===== config.mk =====
export PLATFORM = sky130hd
export DESIGN_NAME = alu_arbiter
export DESIGN_NICKNAME = d
export VERILOG_FILES = /design/src/rtl/alu_arbiter.sv
export SDC_FILE = /design/constraint.sdc
export NUM_CORES = 1
export LEC_CHECK = 0
export CORE_UTILIZATION = 40
export CTS_CLUSTER_DIAMETER = 50
export DETAILED_ROUTE_END_ITERATION = 8
export PLACE_DENSITY_LB_ADDON = 0.05
export SKIP_LAST_GASP = 1
export SLEW_MARGIN = 20
export SYNTH_ARGS = -nofsm -noshare
export SYNTH_HDL_FRONTEND = slang
export SYNTH_SLANG_ARGS = --single-unit

===== constraint.sdc =====
create_clock -name clk -period 1.8 [get_ports clk]
set_input_delay 0.18 -clock clk [delete_from_list [all_inputs] [get_ports clk]]
set_output_delay 0.18 -clock clk [all_outputs]
set_load 0.03 [all_outputs]

===== src/rtl/alu_arbiter.sv =====
`default_nettype none
// ============================================================================
// Module      : alu_arbiter
// Description : Two-requester round-robin front end for an external ALU.
//               Only one operation is in flight at a time.
// Revision    : 1.0 - initial release
// ============================================================================
module alu_arbiter #(
    parameter int d_Width = 8
) (
    input  logic               clk,
    input  logic               rst,
    input  logic               req0_valid,
    output logic               req0_ready,
    input  logic [d_Width-1:0] req0_opA,
    input  logic [d_Width-1:0] req0_opB,
    input  logic [2:0]         req0_opcode,
    input  logic               req1_valid,
    output logic               req1_ready,
    input  logic [d_Width-1:0] req1_opA,
    input  logic [d_Width-1:0] req1_opB,
    input  logic [2:0]         req1_opcode,
    output logic               resp0_valid,
    input  logic               resp0_ready,
    output logic               resp1_valid,
    input  logic               resp1_ready,
    output logic [d_Width-1:0] resp_result,
    output logic               resp_carry,
    output logic               resp_zero,
    output logic               resp_err,
    output logic [d_Width-1:0] alu_opA,
    output logic [d_Width-1:0] alu_opB,
    output logic [2:0]         alu_opcode,
    input  logic [d_Width-1:0] alu_result,
    input  logic               alu_carry,
    input  logic               alu_zero,
    output logic               busy,
    output logic [15:0]        op_count
);

    typedef enum logic [1:0] {
        S_IDLE = 2'd0,
        S_EXEC = 2'd1,
        S_RESP = 2'd2
    } state_t;

    localparam logic [2:0] c_OP_ILLEGAL = 3'b111;

    state_t             state_q, state_d;
    logic               last_grant_q, last_grant_d;
    logic               id_q, id_d;
    logic [d_Width-1:0] opa_q, opa_d;
    logic [d_Width-1:0] opb_q, opb_d;
    logic [2:0]         opc_q, opc_d;
    logic [d_Width-1:0] res_q, res_d;
    logic               carry_q, carry_d;
    logic               zero_q, zero_d;
    logic               err_q, err_d;
    logic [15:0]        op_count_q, op_count_d;
    logic               grant_sel;
    logic               resp_hs;

    always_comb begin
        state_d      = state_q;
        last_grant_d = last_grant_q;
        id_d         = id_q;
        opa_d        = opa_q;
        opb_d        = opb_q;
        opc_d        = opc_q;
        res_d        = res_q;
        carry_d      = carry_q;
        zero_d       = zero_q;
        err_d        = err_q;
        op_count_d   = op_count_q;
        req0_ready   = 1'b0;
        req1_ready   = 1'b0;
        // On a tie the requester that was not granted last takes the slot.
        grant_sel    = (req0_valid && req1_valid) ? ~last_grant_q : req1_valid;
        resp_hs      = id_q ? resp1_ready : resp0_ready;

        case (state_q)
            S_IDLE: begin
                if (!rst && (req0_valid || req1_valid)) begin
                    req0_ready   = ~grant_sel;
                    req1_ready   = grant_sel;
                    id_d         = grant_sel;
                    last_grant_d = grant_sel;
                    opa_d        = grant_sel ? req1_opA    : req0_opA;
                    opb_d        = grant_sel ? req1_opB    : req0_opB;
                    opc_d        = grant_sel ? req1_opcode : req0_opcode;
                    state_d      = S_EXEC;
                end
            end
            S_EXEC: begin
                if (opc_q == c_OP_ILLEGAL) begin
                    res_d   = '0;
                    carry_d = 1'b0;
                    zero_d  = 1'b0;
                    err_d   = 1'b1;
                end else begin
                    res_d   = alu_result;
                    carry_d = alu_carry;
                    zero_d  = alu_zero;
                    err_d   = 1'b0;
                end
                state_d = S_RESP;
            end
            S_RESP: begin
                if (resp_hs) begin
                    op_count_d = op_count_q + 16'd1;
                    state_d    = S_IDLE;
                end
            end
            default: state_d = S_IDLE;
        endcase
    end

    always_ff @(posedge clk) begin
        if (rst) begin
            state_q      <= S_IDLE;
            last_grant_q <= 1'b1;
            id_q         <= 1'b0;
            opa_q        <= '0;
            opb_q        <= '0;
            opc_q        <= 3'b000;
            res_q        <= '0;
            carry_q      <= 1'b0;
            zero_q       <= 1'b0;
            err_q        <= 1'b0;
            op_count_q   <= 16'd0;
        end else begin
            state_q      <= state_d;
            last_grant_q <= last_grant_d;
            id_q         <= id_d;
            opa_q        <= opa_d;
            opb_q        <= opb_d;
            opc_q        <= opc_d;
            res_q        <= res_d;
            carry_q      <= carry_d;
            zero_q       <= zero_d;
            err_q        <= err_d;
            op_count_q   <= op_count_d;
        end
    end

    assign resp0_valid = (state_q == S_RESP) && !id_q;
    assign resp1_valid = (state_q == S_RESP) &&  id_q;
    assign resp_result = res_q;
    assign resp_carry  = carry_q;
    assign resp_zero   = zero_q;
    assign resp_err    = err_q;
    assign alu_opA     = opa_q;
    assign alu_opB     = opb_q;
    assign alu_opcode  = opc_q;
    assign busy        = (state_q != S_IDLE);
    assign op_count    = op_count_q;

endmodule
`default_nettype wire

# --- Word level (Yosys, flattened, before mapping) ---
# Cells that the tools add are included.
word_totals:
  reg_bits: 50
  latchBits: 0
  ram_bits: 0
  romBits: 0
  inputBits: 54
  out_inout_bits: 51
  elab_cells: 47
  mem_count: 0
op_classes:
  addsub: 1
  mul: 0
  div_mod_pow: 0
  n_lt_le_gt_ge: 0
  eq_ne: 5
  shift: 0
  mux: 16
  n_bitwise: 2
  reduce_logical: 12
ops:
  columns: ["operator", "n"]
  rows:
  - ["$mux W8", 3]
  - ["$add A16 B1 Y16 const B", 1]
  - ["$mux W1", 9]
  - ["$pmux W2 S3", 1]
  - ["$reduce_and A2 Y1", 3]
  - ["$logic_and A1 B1 Y1", 4]
  - ["$mux W2", 2]
  - ["$ne A2 B2 Y1 const B", 2]
  - ["$eq A3 B3 Y1 const B", 1]
  - ["$mux W3", 1]
  - ["$eq A2 B1 Y1 const B", 1]
  - ["$eq A2 B2 Y1 const B", 1]
  - ["$logic_not A1 Y1", 2]
  - ["$logic_not A2 Y1", 1]
  - ["$not A1 Y1", 2]
  - ["$reduce_bool A2 Y1", 1]
  - ["$logic_or A1 B1 Y1", 1]

# --- Depth between registers and ports, before layout ---
# Gate-level depths: netlist of the first run.
logic_depth:
  depth_word: 5
  ltp_mapped: 6
  ltp_nobuf: 5

# --- Least setup slack after synthesis of the first run ---
# OpenSTA, ideal clock, no wires.
synth_timing:
  kind: "register to register"
  from: "register op_count_q[3], in the netlist op_count[3]"
  to: "register op_count_q[12], in the netlist op_count[12]"
  setup_ps: 70
  t_arrival_ps: 1831
  required_time_ps: 1730
  path_slack_ps: -102
  path_stages_with_launch: 6
  path_buffers: 1
  synth_period_minus_slack_ps: 1902
  cell_sequence: "dfxtp_1 -> nand4_1 -> or4_1 -> clkbuf_1 -> or3_1 -> a21oi_1"
synth_between:
  elab_chain_len: 1
synth_rtl:
  columns: ["element", "line", "text"]
  rows:
  - ["start, declared", "59", "logic [15:0] op_count_q, op_count_d;"]
  - ["start signal, assigned", "142", "op_count_q <= op_count_d;"]
  - ["$add A16 B1 Y16", "110", "op_count_d = op_count_q + 16'd1;"]
# Every way passes these cells.
# A chain may end at the register's enable or synchronous reset.

# --- Worst setup path after layout of the first run ---
layout_timing:
  from: "register op_count_q[4], in the netlist op_count[4]"
  to: "register op_count_q[15], in the netlist op_count[15]"
# The elaborated chain is that of the path after synthesis.

==> results of run 1 <==
metal layers:
metal	routed length, um	part of all wire, %
met1	2100	42
met2	2400	49
met3	355	7.2
met4	80	1.6
met5	0	0
through the flow:
step / TNS, ns / area (um^2)
6_report: 0 / 3420
5_1_grt: -0.0117 / 3420
4_1_cts: 0 / 3410
3_5_place_dp: -0.716 / 3300
3_3_place_gp: -0.528 / 3300
2_1_floorplan: 0 / 2120
Yosys cell counts (all sizes together):
library cell	instances	area (um^2)
ha	1	12.5
nor4	5	31.3
and2	2	12.5
inv	6	22.5
nor2	45	169
or3	6	37.5
o21ai	8	40.0
nor3	3	15.0
mux2i	20	200
nand4	4	25.0
nand3	4	20.0
and4	1	8.76
a211oi	19	143
buf	4	22.5
nand2b	2	12.5
or4	2	18.8
xnor2	8	70.1
a32oi	1	8.76
dfxtp	50	1000
a21oi	9	45.0
or2b	1	7.51
a22oi	10	75.1
a211o	1	8.76
nand2	8	30.0
nand4b	1	8.76
nor2b	2	12.5
clkbuf	14	52.6
a31oi	1	6.26
cell usage in the layout (no fill, tap or decap), types with 8 or more instances in the layout:
cell and n:
clkdlybuf4s50_1 98, nor2_1 45, dfxtp_1 44, mux2i_1 20
a211oi_1 19, buf_4 14, a22oi_1 10, a21oi_1 9
nand2_1 8, o21ai_0 8, xnor2_1 8
where the power goes:
| group | internal [W] | total [W] | switching, W |
|---|---|---|---|
| Sequential | 0.00117 | 0.00122 | 0.0000408 |
| Combinational | 0.000328 | 0.000655 | 0.000327 |
| Clock | 0.000409 | 0.000774 | 0.000364 |
layout make-up:
| cell class | instances | share of cell area [%] |
|---|---|---|
| multi-input combinational | 164 | 30.1 |
| tap | 70 | 2.56 |
| timing repair buffer | 118 | 34.0 |
| clock buffer | 5 | 2.01 |
| clock inverter | 3 | 1.17 |
| inverter | 6 | 0.659 |
| sequential | 50 | 29.5 |
registers in the layout, summed over array words and instances (netlist names):
name / cells
id_q: 1
resp_zero: 1
last_grant_q: 1
op_count: 16
resp_result: 8
resp_err: 1
state_q: 2
alu_opA: 8
resp_carry: 1
alu_opcode: 3
alu_opB: 8
how the worst max path moves through the flow:
stage / start / end / slack (ns) / cells after the start
2_1_floorplan: state_q[1] / req0_ready / 0.002 / 3
3_3_place_gp: resp1_ready / op_count[14] / -0.09 / 5
3_5_place_dp: resp1_ready / op_count[14] / -0.13 / 5
4_1_cts: state_q[1] / busy / 0.03 / 3
5_1_grt: op_count[4] / op_count[15] / -0.01 / 4
6_report: op_count[4] / op_count[15] / 0.09 / 4
cells by family (layout without fill, tap and decap cells):
kind of cell / Yosys count / after routing / synth area share (%)
flip-flops: 50 / 50 / 47.3
AND/OR/NAND/NOR: 86 / 86 / 19.3
adder cells (fa/ha/maj): 1 / 1 / 0.591
AO/OA/AOI/OAI: 49 / 49 / 15.4
buffers and inverters: 24 / 132 / 4.61
multiplexers: 20 / 20 / 9.46
XOR/XNOR: 8 / 8 / 3.31
worst max-delay path: cells and delay by family (launching register included):
kind	cells	cell delay, ns
and+or+nand+nor	3	1.13
AOI/OAI and AO/OA	1	0.14
DFF	1	0.38
what timing repair did:
item,in CTS,in global routing
endpoints found under the setup margin,2,4
buffers inserted,0,0
gates resized for setup,2,2
==> impl_metrics.py, run 1 <==
metrics = {
    "critical_path": {
        "crit_slowest_cell": "or4_4",
        "r2r_setup_slack_ns": 0.09,
        "critical_path_required_ns": 2.03,
        "worstSetupEndpointType": "register",
        "r2r_end": "op_count[15]",
        "critPathMaxFanout": 7,
        "crit_type": "register to register",
        "worst_ep_arrival_time_ns": 1.94,
        "startpoint_type": "register",
        "cpPeakStageDelay_ns": 0.57,
        "reg2reg_depth": 4,
        "worstPathCellList": "nand4_1, or4_4, or3_1, a21oi_1",
        "rr_startpoint": "op_count[4]",
    },
    "sta": {
        "worst_slack_ns": 0.0938,
        "final_max_slew_viol_count": 0,
        "max_freq_mhz": 586,
        "rsz0062_at_grt": "true",
        "tightestPinTransition_ns": 0.506,
        "hold_viol": 0,
        "fin_crit_ns": 1.71,
        "finalSetupViolCount": 0,
        "skew_ns": 0.00851,
        "relSlewSlack_pct": 66.3,
        "whs_ns": 0.395,
        "period_share_pct": 94.8,
    },
    "global_routing": {
        "grtUsageTotal_pct": 18.8,
        "grt_busiest_layer": "met2",
        "overflow": 0,
        "grt_start_max_net_pins": 50,
        "grtUsageMet3_pct": 6.02,
        "grt_pass1_wl_um": 8120,
        "antenna_found_initial": 0,
        "use_met2_pct": 31.9,
        "grt_pass1_vias": 1877,
        "grtUsageMet1_pct": 22.3,
    },
    "cts": {
        "cts_tree": "yes",
        "cts_buffers": 5,
        "clk_latency_ns": 0.30,
        "cts_hold_buf": 0,
        "clkSlewWorstSetupHoldPaths_ns": 0.09,
        "cts-root-buf": "clkbuf_8",
        "cts_buffer_depth": 2,
        "clock-sinks": 50,
        "cts_max_level": 2,
    },
    "route": {
        "via_per_inst": 5.01,
        "wl_per_cell_um": 11.9,
        "vias": 2085,
        "routed_wirelength_um": 4930,
        "drt-pass1-iter-count": 4,
        "ant_nets": 0,
        "drc": 0,
        "drt-initial-drc-count": 145,
    },
    "pwr": {
        "p_total_w": 0.00264,
        "p_leak_nw": 1.24,
        "peakVddDrop_uv": 402,
        "power_density_nw_per_um2": 774,
    },
    "finish": {
        "final_cells": 416,
        "area_growth_syn_to_layout_pct": 61.4,
        "n_antenna_cell": 0,
        "drive_gt1_share_pct": 9.83,
        "regArea_um2": 1010,
        "multiInputGateArea_um2": 1030,
        "final_nets": 400,
        "post-route-util_pct": 66.9,
        "fill_cells": 474,
    },
    "place": {
        "portBuffers": 104,
        "hpwl_um": 3740,
        "gp_congestion": 0.774,
        "post-place-ws_ns": -0.128,
        "dp_cells": 408,
    },
    "job": {
        "cap_viol_max_count": 0,
    },
    "die": {
        "design.portCount": 105,
        "rows": 26,
        "start_util_pct": 41.5,
        "fp.dieH_um": 74.8,
        "die_x_um": 74.8,
        "core_um2": 5110,
        "dieArea_um2": 5590,
    },
    "logic_synthesis": {
        "synth_cell_types": 30,
        "yosysSeqAreaShare_pct": 47.3,
        "syn-instance-count": 238,
        "ys_warn_count": 0,
        "syn_area_um2": 2120,
        "synth_fp_nets": 293,
        "syn_area_per_cell_um2": 8.90,
        "ys_ff_latch": 50,
    },
    "worst_hold_path": {
        "min_to": "alu_opA[1]",
        "hold_depth": 5,
        "holdCritPathClass": "input pin to register",
        "min-delay-start": "rst",
    },
    "status": {
        "status": "completed",
    },
}
Power figures use the tool's default switching activity.
==> inputs of run 2 (changes only) <==
--- a/config.mk
+++ b/config.mk
@@ -5,7 +5,9 @@
 export SDC_FILE = /design/constraint.sdc
 export NUM_CORES = 1
 export LEC_CHECK = 0
-export CORE_UTILIZATION = 40
+export CELL_PAD_IN_SITES_DETAIL_PLACEMENT = 1
+export CELL_PAD_IN_SITES_GLOBAL_PLACEMENT = 2
+export CORE_UTILIZATION = 22
 export CTS_CLUSTER_DIAMETER = 50
 export DETAILED_ROUTE_END_ITERATION = 8
 export PLACE_DENSITY_LB_ADDON = 0.05
==> impl_metrics.py, run 2 (synthesis gave the netlist of run 1 again) <==
metrics = {
    "sta": {
        "finalSetupViolCount": 0,
        "final_max_slew_viol_count": 0,
        "relSlewSlack_pct": 62.2,
        "tightestPinTransition_ns": 0.567,
        "rsz0062_at_grt": "true",
        "max_freq_mhz": 583,
        "skew_ns": 0.0151,
        "period_share_pct": 95.3,
        "fin_crit_ns": 1.72,
        "hold_viol": 0,
    },
    "critical_path": {
        "cpPeakStageDelay_ns": 0.59,
        "path_delay_family": "simple AND/OR/NAND/NOR gates",
        "crit_slowest_cell": "or4_4",
        "critical_path_required_ns": 2.03,
        "reg2reg_depth": 4,
        "r2r_setup_slack_ns": 0.08,
        "startpoint_type": "register",
        "worst_ep_arrival_time_ns": 1.95,
        "crit_type": "register to register",
        "r2r_end": "op_count[11]",
        "worstPathCellList": "nand2b_1, or4_4, or3_4, a21oi_1",
        "rr_startpoint": "state_q[0]",
        "critPathMaxFanout": 7,
        "worst-path-buf-inv": 0,
        "worst-path-stages": 4,
        "worstSetupEndpointType": "register",
    },
    "finish": {
        "fill_cells": 1109,
        "largest_reg_flops": 16,
        "final_cells": 478,
        "final_nets": 403,
        "drive_gt1_share_pct": 10.9,
        "layout_commonest_cell": "clkdlybuf4s50_1",
        "multiInputGateArea_um2": 1030,
        "regArea_um2": 1010,
        "mostFrequentLayoutCells": "clkdlybuf4s50_1 (98), nor2_1 (45), dfxtp_1 (43)",
        "n_antenna_cell": 0,
        "area_growth_syn_to_layout_pct": 66.8,
    },
    "cts": {
        "cts_max_level": 2,
        "clk_latency_ns": 0.31,
        "clock-sinks": 50,
        "cts-root-buf": "clkbuf_8",
        "cts_tree": "yes",
        "clkSlewWorstSetupHoldPaths_ns": 0.10,
        "cts_buffers": 5,
        "cts_buffer_depth": 2,
        "cts_hold_buf": 0,
    },
    "worst_hold_path": {
        "min_to": "state_q[0]",
        "min-delay-start": "rst",
        "hold_depth": 4,
        "holdCritPathClass": "input pin to register",
    },
    "global_routing": {
        "grt_start_max_net_pins": 50,
        "antenna_found_initial": 0,
        "overflow": 0,
        "grt_pass1_vias": 2120,
        "grt_pass1_wl_um": 10400,
        "grtUsageTotal_pct": 13.2,
    },
    "route": {
        "wl_per_cell_um": 13.4,
        "routed_wirelength_um": 6430,
        "drt-initial-drc-count": 41,
        "drt-pass1-iter-count": 3,
        "ant_nets": 0,
        "via_per_inst": 4.36,
        "drc": 0,
        "vias": 2084,
    },
    "place": {
        "hpwl_um": 4750,
        "dp_cells": 470,
        "gp_congestion": 0.675,
        "portBuffers": 104,
    },
    "die": {
        "rows": 35,
        "design.portCount": 105,
        "core_um2": 9280,
        "start_util_pct": 22.8,
        "fp.dieH_um": 100,
        "die_x_um": 100,
        "dieArea_um2": 10000,
    },
    "pwr": {
        "p_total_w": 0.00270,
        "power_density_nw_per_um2": 765,
        "p_leak_nw": 1.24,
        "peakVddDrop_uv": 306,
    },
    "job": {
        "cap_viol_max_count": 0,
    },
    "status": {
        "status": "completed",
    },
}
run 2: stage by stage:
| stage | util, % | hold WS, ns | TNS (ns) | area [um^2] | setup WS, ns |
|---|---|---|---|---|---|
| floorplan | - | 0.328 | 0 | 2120 | 0.00225 |
| detailed placement | 36.8 | 0.479 | -0.970 | 3410 | -0.227 |
| finish | 38.0 | 0.386 | 0 | 3530 | 0.0850 |
| CTS | 38.0 | 0.380 | 0 | 3520 | 0.0432 |
| global placement | 36.8 | 0.470 | -0.777 | 3410 | -0.150 |
| global route | 38.0 | 0.395 | -0.00299 | 3530 | -0.00294 |
run 2: layout make-up:
type	instances	area share, %
clock buffer	6	2.06
clock inverter	2	1.06
inverter	6	0.638
multi-input combinational	164	29.3
sequential	50	28.6
tap	129	4.57
timing repair buffer	121	33.8
run 2: where the power goes:
part / internal [W] / switching, W / leakage, nW
logic: 0.000332 / 0.000345 / 0.781
clock network: 0.000416 / 0.000395 / 0.0514
registers: 0.00118 / 0.0000382 / 0.412
total: 0.00192 / 0.000779 / 1.24
run 2: how the worst max path moves through the flow:
stage | to | startpoint
2_1_floorplan | req0_ready | state_q[1]
5_1_grt | op_count[11] | state_q[0]
4_1_cts | resp0_valid | state_q[0]
3_3_place_gp | op_count[12] | resp1_ready
3_5_place_dp | op_count[12] | resp1_ready
6_report | op_count[11] | state_q[0]
run 2: layer usage:
layer	part of all wire (%)	wire, um	track usage, %
met5	0	0	0
met1	45	2870	15.5
met3	6.0	387	4.04
met4	1.3	83	4.35
met2	48	3090	23.0
run 2: timing repair:
item                       CTS  global route
pin swaps                    0             2
cloned                       0             0
setup endpoints to repair    4             5
gates resized for setup      4             3
setup buffers                0             0
run 2: worst min-delay path, stage by stage:
cell and delay [ns]:
buf_2 0.12, nor4_2 0.05, buf_4 0.15, buf_12 0.15
